$ cat src/rtl/contador_programa.sv
// Program counter with halt/resume control, sticky error flag and optional return stack.
// Define CONTADOR_PILHA_RETORNO_EN to build the return stack used by chamada/retorno.
module contador_programa #(
   parameter int PC_INICIAL         = 0,
   parameter int ULTIMO_ENDERECO    = 41,
   parameter int PROFUNDIDADE_PILHA = 4
) (
   input  logic       clk_PC,
   input  logic       reset,
   input  logic       stall,
   input  logic       desvio,
   input  logic       salto,
   input  logic       chamada,
   input  logic       retorno,
   input  logic [5:0] alvo,
   input  logic       parar,
   input  logic       retomar,
   output logic [5:0] pc,
   output logic       pc_valido,
   output logic       erro
);

   localparam logic [5:0] PC_INI = 6'(PC_INICIAL);
   localparam logic [5:0] ULTIMO = 6'(ULTIMO_ENDERECO);

   if (PROFUNDIDADE_PILHA < 1 || PROFUNDIDADE_PILHA > 8) begin : g_prof_invalida
      $error("PROFUNDIDADE_PILHA must be in 1..8");
   end

   typedef enum logic [1:0] {INICIO, EXECUTA, PARADO} estado_t;

   estado_t    estado, estado_prox;
   logic [5:0] pc_prox;
   logic       valido_prox;
   logic       erro_prox;

   function automatic logic [5:0] incrementa(input logic [5:0] endereco);
      return (endereco == ULTIMO) ? PC_INI : endereco + 6'd1;
   endfunction

`ifdef CONTADOR_PILHA_RETORNO_EN
   localparam int SP_W = $clog2(PROFUNDIDADE_PILHA + 1);

   // Storage is sized to the pointer range; entries at or above the depth are never written.
   logic [5:0]      pilha [(1 << SP_W)];
   logic [SP_W-1:0] sp;
   logic            empilha, desempilha, cheia, vazia;

   assign cheia = (sp == SP_W'(PROFUNDIDADE_PILHA));
   assign vazia = (sp == '0);

   always_ff @(posedge clk_PC or posedge reset) begin
      if (reset)           sp <= '0;
      else if (empilha)    sp <= sp + SP_W'(1);
      else if (desempilha) sp <= sp - SP_W'(1);
   end

   always_ff @(posedge clk_PC) begin
      if (empilha) pilha[sp] <= incrementa(pc);
   end
`else
   localparam bit PILHA_EN = 1'b0;
`endif

   always_ff @(posedge clk_PC or posedge reset) begin
      if (reset) begin
         estado    <= INICIO;
         pc        <= PC_INI;
         pc_valido <= 1'b0;
         erro      <= 1'b0;
      end else begin
         estado    <= estado_prox;
         pc        <= pc_prox;
         pc_valido <= valido_prox;
         erro      <= erro_prox;
      end
   end

   always_comb begin
      estado_prox = estado;
      pc_prox     = pc;
      valido_prox = pc_valido;
      erro_prox   = erro;
`ifdef CONTADOR_PILHA_RETORNO_EN
      empilha     = 1'b0;
      desempilha  = 1'b0;
`endif
      unique case (estado)
         INICIO: begin
            estado_prox = EXECUTA;
            valido_prox = 1'b1;
         end
         EXECUTA: begin
            valido_prox = 1'b1;
            if (parar) begin
               estado_prox = PARADO;
               valido_prox = 1'b0;
            end else if (stall) begin
               valido_prox = pc_valido;
`ifdef CONTADOR_PILHA_RETORNO_EN
            end else if (retorno) begin
               if (vazia) begin
                  erro_prox = 1'b1;
                  pc_prox   = incrementa(pc);
               end else begin
                  desempilha = 1'b1;
                  pc_prox    = pilha[sp - SP_W'(1)];
               end
            end else if (chamada) begin
               if (alvo > ULTIMO) begin
                  erro_prox = 1'b1;
               end else if (cheia) begin
                  erro_prox = 1'b1;
                  pc_prox   = incrementa(pc);
               end else begin
                  empilha = 1'b1;
                  pc_prox = alvo;
               end
            end else if (salto || desvio) begin
`else
            end else if (retorno && PILHA_EN) begin
               // retorno has no effect without the stack
               pc_prox = pc;
            end else if (chamada || salto || desvio) begin
`endif
               if (alvo > ULTIMO) erro_prox = 1'b1;
               else               pc_prox   = alvo;
            end else begin
               pc_prox = incrementa(pc);
            end
         end
         PARADO: begin
            valido_prox = 1'b0;
            if (retomar) begin
               estado_prox = EXECUTA;
               valido_prox = 1'b1;
            end
         end
         default: estado_prox = INICIO;
      endcase
   end

endmodule

$ cat config.mk
export PLATFORM = sky130hd
export DESIGN_NAME = contador_programa
export DESIGN_NICKNAME = d
export VERILOG_FILES = /design/src/rtl/contador_programa.sv
export SDC_FILE = /design/constraint.sdc
export NUM_CORES = 1
export LEC_CHECK = 0
export ABC_AREA = 1
export ABC_CLOCK_PERIOD_IN_PS = 1800
export CAP_MARGIN = 20
export CORE_MARGIN = 3
export CORE_UTILIZATION = 43
export CTS_BUF_LIST = sky130_fd_sc_hd__clkbuf_16
export CTS_CLUSTER_SIZE = 8
export DETAILED_ROUTE_END_ITERATION = 6
export PLACE_DENSITY = 0.78
export SLEW_MARGIN = 20
export SYNTH_ARGS = -nofsm -noshare
export SYNTH_HDL_FRONTEND = slang
export SYNTH_SLANG_ARGS = --single-unit
export TNS_END_PERCENT = 100
$ cat constraint.sdc
create_clock -name clk_PC -period 1.8 [get_ports clk_PC]
set_input_delay 0.36 -clock clk_PC [delete_from_list [all_inputs] [get_ports clk_PC]]
set_output_delay 0.36 -clock clk_PC [all_outputs]
set_load 0.02 [all_outputs]
==> metrics, run 1 <==
run status finished, final reports clean; ys async rst share 100%; Worst Path Arrival 1.39 ns; Int Pwr 1010 µW; Period minus WS final 1.75 ns; All-Layer GR Usage 14.7%; Wirelength per Cell 10.2 µm; critical-path cell list clkdlybuf4s50_1; hold crit path type in -> async; first-pass GRT wire length 2.76 mm; Clock transition at path regs 0.04 ns; most frequent cells in the layout nand2_1 (42), clkdlybuf4s50_1 (21), inv_1 (14); peak supply drop 0.929 mV; Worst Path Max Fanout 8; core box area 1750 µm²; die area 2430 µm²; reg2reg path depth 11; largest net degree at the start of global routing 11; clock skew 0.000895 ns; Worst R2R End pc[5]; relative slew slack 73.8%; post-DP HPWL 1.31 mm; die height 49.3 µm; CP Capture Type output port; crit start category register; CTS tree done; # fillers 152; Placer Congestion 0.861; Final Cycle Share 97.0%; simple logic cell fraction of the synthesized area 37.6%; clock share of power 23.1%; Die Wd 49.3 µm; pwr dens 1520 nW/µm²; Root Buffer clkbuf_16; # nets final 159; Mapped Cells 111; maximum operating frequency 573 MHz; register area 250 µm²; unrepaired setup endpoints after global routing no; post_cts resized 0; CTS sink cnt 10; Area Overhead vs Synth 39.8%; cell family with most CP delay buffers and inverters; Net Sw Frac 40.7%; cell row count 15; Setup violations, final 0; grt ovf 0; number of global-route vias before repair 662; Clock Latency Late Sink 0.24 ns; Clock Path Buffers 2; Post-synth EDFFs 0; count of pins over their slew limit 0; post-synth cell types 22; # port buffers 21; most common cell after layout, fill and taps aside nand2_1; Multi-input gate area 472 µm²; CP peak stage delay 0.66 ns; static leakage 0.000568 µW; Max-Cap Viols 0; # DRC 0; synth warn 0; remaining antenna violation count 0; Gate power share 49.9%; layout cells sized above 1 15.4%; critical setup path kind reg -> out; mux contribution to synthesized area 0%; XOR/XNOR Fraction of Synth Area 1.09%; synthesized area per cell 7.25 µm²; R2R Setup Slk 0.41 ns; CTS buffer count 3; part of the power in registers 27.0%; FF-to-FF Start estado[1]; initial antenna violation count 0; IO Pins 23; Synth Flop Type dfrtp_1; DR vias 764; CP max-delay cell clkdlybuf4s50_1; Synth Register Bits 10; Worst-Margin Slew 0.393 ns; Synth Area in Compound Gates 9.02%; sequential element share of the synthesized area 31.1%; via density per instance 4.75; # hold bufs at CTS 0; Ant. Diodes 0; Initial Util 46.1%; Worst Path Buf+Inv 1; Mapped Area 805 µm²; Syn Nets 133; Pre-antenna DRT Iters 4; total power 1710 µW; Worst EP required 1.44 ns; DRT iter0 DRCs 18; WL final 1.65 mm; adder-cell area share of the yosys netlist 10.9%; count of final hold-check violations 0; largest family of logic cells by synthesized area simple AND/OR/NAND/NOR gates; P_sw 696 µW; post-route setup TNS 0 ns; Setup Buffers After CTS 0; H-tree levels 1
## cell type report
type / instances / share of cell area [%]
multi-input combinational: 80 / 41.9
sequential: 10 / 22.2
timing repair buffer: 22 / 19.4
clock buffer: 3 / 6.67
inverter: 20 / 6.67
tap: 25 / 2.78
clock inverter: 1 / 0.334
## sequential cells by signal, summed over array words and instances, names as in the netlist
signal / cells
estado: 2
pc: 6
erro: 1
pc_valido: 1
## per-layer routing
metal  up-vias  GRT usage, %  share of wire [%]
li1        391             -                  -
met2        15          26.3                 52
met4         0          8.53                2.2
met3         5          2.45                3.6
met5         -             0                  0
met1       353          16.1                 42
## power groups by stage
stage	clock network [µW]	logic (µW)	registers (µW)
6_report	395	854	461
5_1_grt	409	954	478
4_1_cts	400	867	459
3_5_place_dp	0	866	460
3_3_place_gp	0	836	454
2_1_floorplan	0	474	542
## cell families after synthesis
family          after synthesis
simple gates                 61
buf+inv                      21
compound gates               11
flops                        10
fa+ha+maj                     7
xor+xnor                      1
## worst max path at each step
stage	from	slack, ns	cells after the start	endpoint
floorplan	estado[1]	0.52	11	pc[5]
global placement	salto	0.25	8	pc[2]
detailed placement	salto	0.22	8	pc[4]
CTS	pc[3]	0.06	1	pc[3]
global route	pc[3]	0.02	1	pc[3]
finish	pc[3]	0.05	1	pc[3]
## Yosys cell counts, types with 2 or more instances
library cell	number	share of area, %
nand2_2	2	1.6
ha_1	7	11
nand2_4	2	2.8
nand3_1	4	2.5
o21ai_1	4	2.5
inv_2	5	2.3
nand2_1	42	20
a21oi_1	2	1.2
nor2_1	3	1.4
dfrtp_1	10	31
inv_1	14	6.5
o21bai_1	2	1.9
nor2_4	5	7.0
## metrics by stage
stage / hold slack, ns / instances / setup WS, ns / util [%] / area [µm²]
floorplan: 0.200 / 111 / 0.518 / - / 805
global placement: 0.467 / 157 / 0.249 / 59.9 / 1050
detailed placement: 0.476 / 157 / 0.223 / 59.9 / 1050
CTS: 0.424 / 161 / 0.0618 / 64.4 / 1120
global route: 0.460 / 161 / 0.0219 / 64.4 / 1120
finish: 0.407 / 161 / 0.0541 / 64.4 / 1120
(Power assumes the default switching activity.)
==> inputs of run 2 (changes only) <==
CTS_CLUSTER_SIZE = not set   (was 8)
==> results of run 2 <==
The final DEF is identical to that of run 1; final timing and power are the same.
==> inputs of run 3 (changes only) <==
ABC_CLOCK_PERIOD_IN_PS = not set   (was 1800)
CTS_BUF_LIST = not set   (was sky130_fd_sc_hd__clkbuf_16)
==> run 3 against run 2 <==
Compared with the run above: cell area down 3.7%; cell count unchanged; largest power group unchanged; critical endpoint is now pc[0]; first-iteration DRC count down 56%; critical path type unchanged.
==> metrics, run 3 (synthesis gave the netlist of run 1 again) <==
maximum operating frequency 584 MHz (+2.0%); cell family with most CP delay buffers and inverters; CP peak stage delay 0.64 ns (-0.02 ns); Worst-Margin Slew 0.396 ns (+0.00294 ns); Area Overhead vs Synth 34.7%; relative slew slack 73.6% (-0.20 points); core box area 1750 µm² (unchanged); # hold bufs at CTS 0 (unchanged); Die Wd 49.3 µm (unchanged); first-pass GRT wire length 2.75 mm (-0.51%); Root Buffer clkbuf_4; initial antenna violation count 0 (unchanged); Largest register FFs 6 (unchanged); largest net degree at the start of global routing 11 (unchanged); Setup violations, final 0 (unchanged); CP Capture Type output port; # port buffers 21 (unchanged); hold crit path type in -> async; Wirelength per Cell 9.93 µm (-3.0%); Clock Latency Late Sink 0.27 ns (+0.03 ns); Placer Congestion 0.861 (unchanged); Clock transition at path regs 0.07 ns (+0.03 ns); Initial Util 46.1% (unchanged); most common cell after layout, fill and taps aside nand2_1; post-route setup TNS 0 ns (unchanged); CTS tree done; reg2reg path depth 11 (unchanged); crit start category register; run status finished, final reports clean; number of global-route vias before repair 669 (+1.1%); DR vias 747 (-2.2%); # DRC 0 (unchanged); Ant. Diodes 0 (unchanged); Clock Path Buffers 2 (unchanged); unrepaired setup endpoints after global routing no; critical setup path kind reg -> out; most frequent cells in the layout nand2_1 (42), clkdlybuf4s50_1 (21), inv_1 (14); Worst Path Arrival 1.35 ns (-0.04 ns); Final Cycle Share 95.1% (-1.9 points); static leakage 0.000549 µW (-3.3%); remaining antenna violation count 0 (unchanged); biggest regs pc: 6 flops, estado: 2 flops; die height 49.3 µm (unchanged); H-tree levels 1 (unchanged); count of pins over their slew limit 0 (unchanged); via density per instance 4.64 (-2.2%); CTS sink cnt 10 (unchanged); die area 2430 µm² (unchanged); layout cells sized above 1 16.9% (+1.5 points); All-Layer GR Usage 14.6% (-0.13 points); cell row count 15 (unchanged); CTS buffer count 3 (unchanged); IO Pins 23 (unchanged); Worst R2R End pc[5]; critical-path cell list clkdlybuf4s50_1; WL final 1.60 mm (-3.0%); Pre-antenna DRT Iters 4 (unchanged); Period minus WS final 1.71 ns (-0.0343 ns); Worst Path Max Fanout 6 (-2); Worst Path Buf+Inv 1 (unchanged); pwr dens 1400 nW/µm² (-7.7%); Largest Register pc; R2R Setup Slk 0.40 ns (about the same); count of final hold-check violations 0 (unchanged); CP max-delay cell clkdlybuf4s50_1; FF-to-FF Start estado[1]; post-DP HPWL 1.31 mm (unchanged); final core utilization 62.1% (-2.4 points); # nets final 159 (unchanged); grt ovf 0 (unchanged); peak supply drop 0.914 mV (-1.6%); Worst EP required 1.44 ns (about the same); clock skew 0.000967 ns (+0.0000729 ns); Max-Cap Viols 0 (unchanged); DRT iter0 DRCs 8 (-10)
[run 3: per-stage QoR]
step,cell area [µm²],setup slack [ns],total power [µW],hold slack (ns),instances
2_1_floorplan,805,0.518,1020,0.200,111
3_3_place_gp,1050,0.249,1290,0.467,157
3_5_place_dp,1050,0.223,1330,0.476,157
4_1_cts,1080,0.0278,1530,0.379,161
5_1_grt,1080,0.0201,1650,0.406,161
6_report,1080,0.0884,1520,0.365,161
[run 3: routing by layer]
layer | up-vias | GRT usage (%) | part of all wire [%]
met5 | - | 0 | 0
met4 | 0 | 9.95 | 2.8
met3 | 4 | 1.53 | 4.1
met2 | 18 | 25.4 | 53
met1 | 340 | 16.4 | 40
li1 | 385 | - | -
[run 3: worst max-delay path by stage]
stage / start / end / slack [ns] / cells after the start
2_1_floorplan: estado[1] / pc[5] / 0.52 / 11
3_3_place_gp: salto / pc[2] / 0.25 / 8
3_5_place_dp: salto / pc[4] / 0.22 / 8
4_1_cts: pc[3] / pc[3] / 0.03 / 1
5_1_grt: pc[0] / pc[0] / 0.02 / 1
6_report: pc[0] / pc[0] / 0.09 / 1
[run 3: power by group]
group          leakage [µW]  internal, µW  total (µW)  switching (µW)
logic              0.000408           387         855             468
registers          0.000120           336         457             121
clock network     0.0000210           123         209            85.8
[run 3: layout make-up]
cell class / instances / area (µm²)
timing repair buffer: 22 / 218
clock buffer: 4 / 36.3
tap: 25 / 31.3
multi-input combinational: 80 / 472
sequential: 10 / 251
fill: 164 / 662
inverter: 20 / 75.1
[run 3: timing repair]
item | in CTS | in global routing
endpoints found under the setup margin | 0 | 1
setup buffers | 0 | 0
resized for setup | 0 | 1
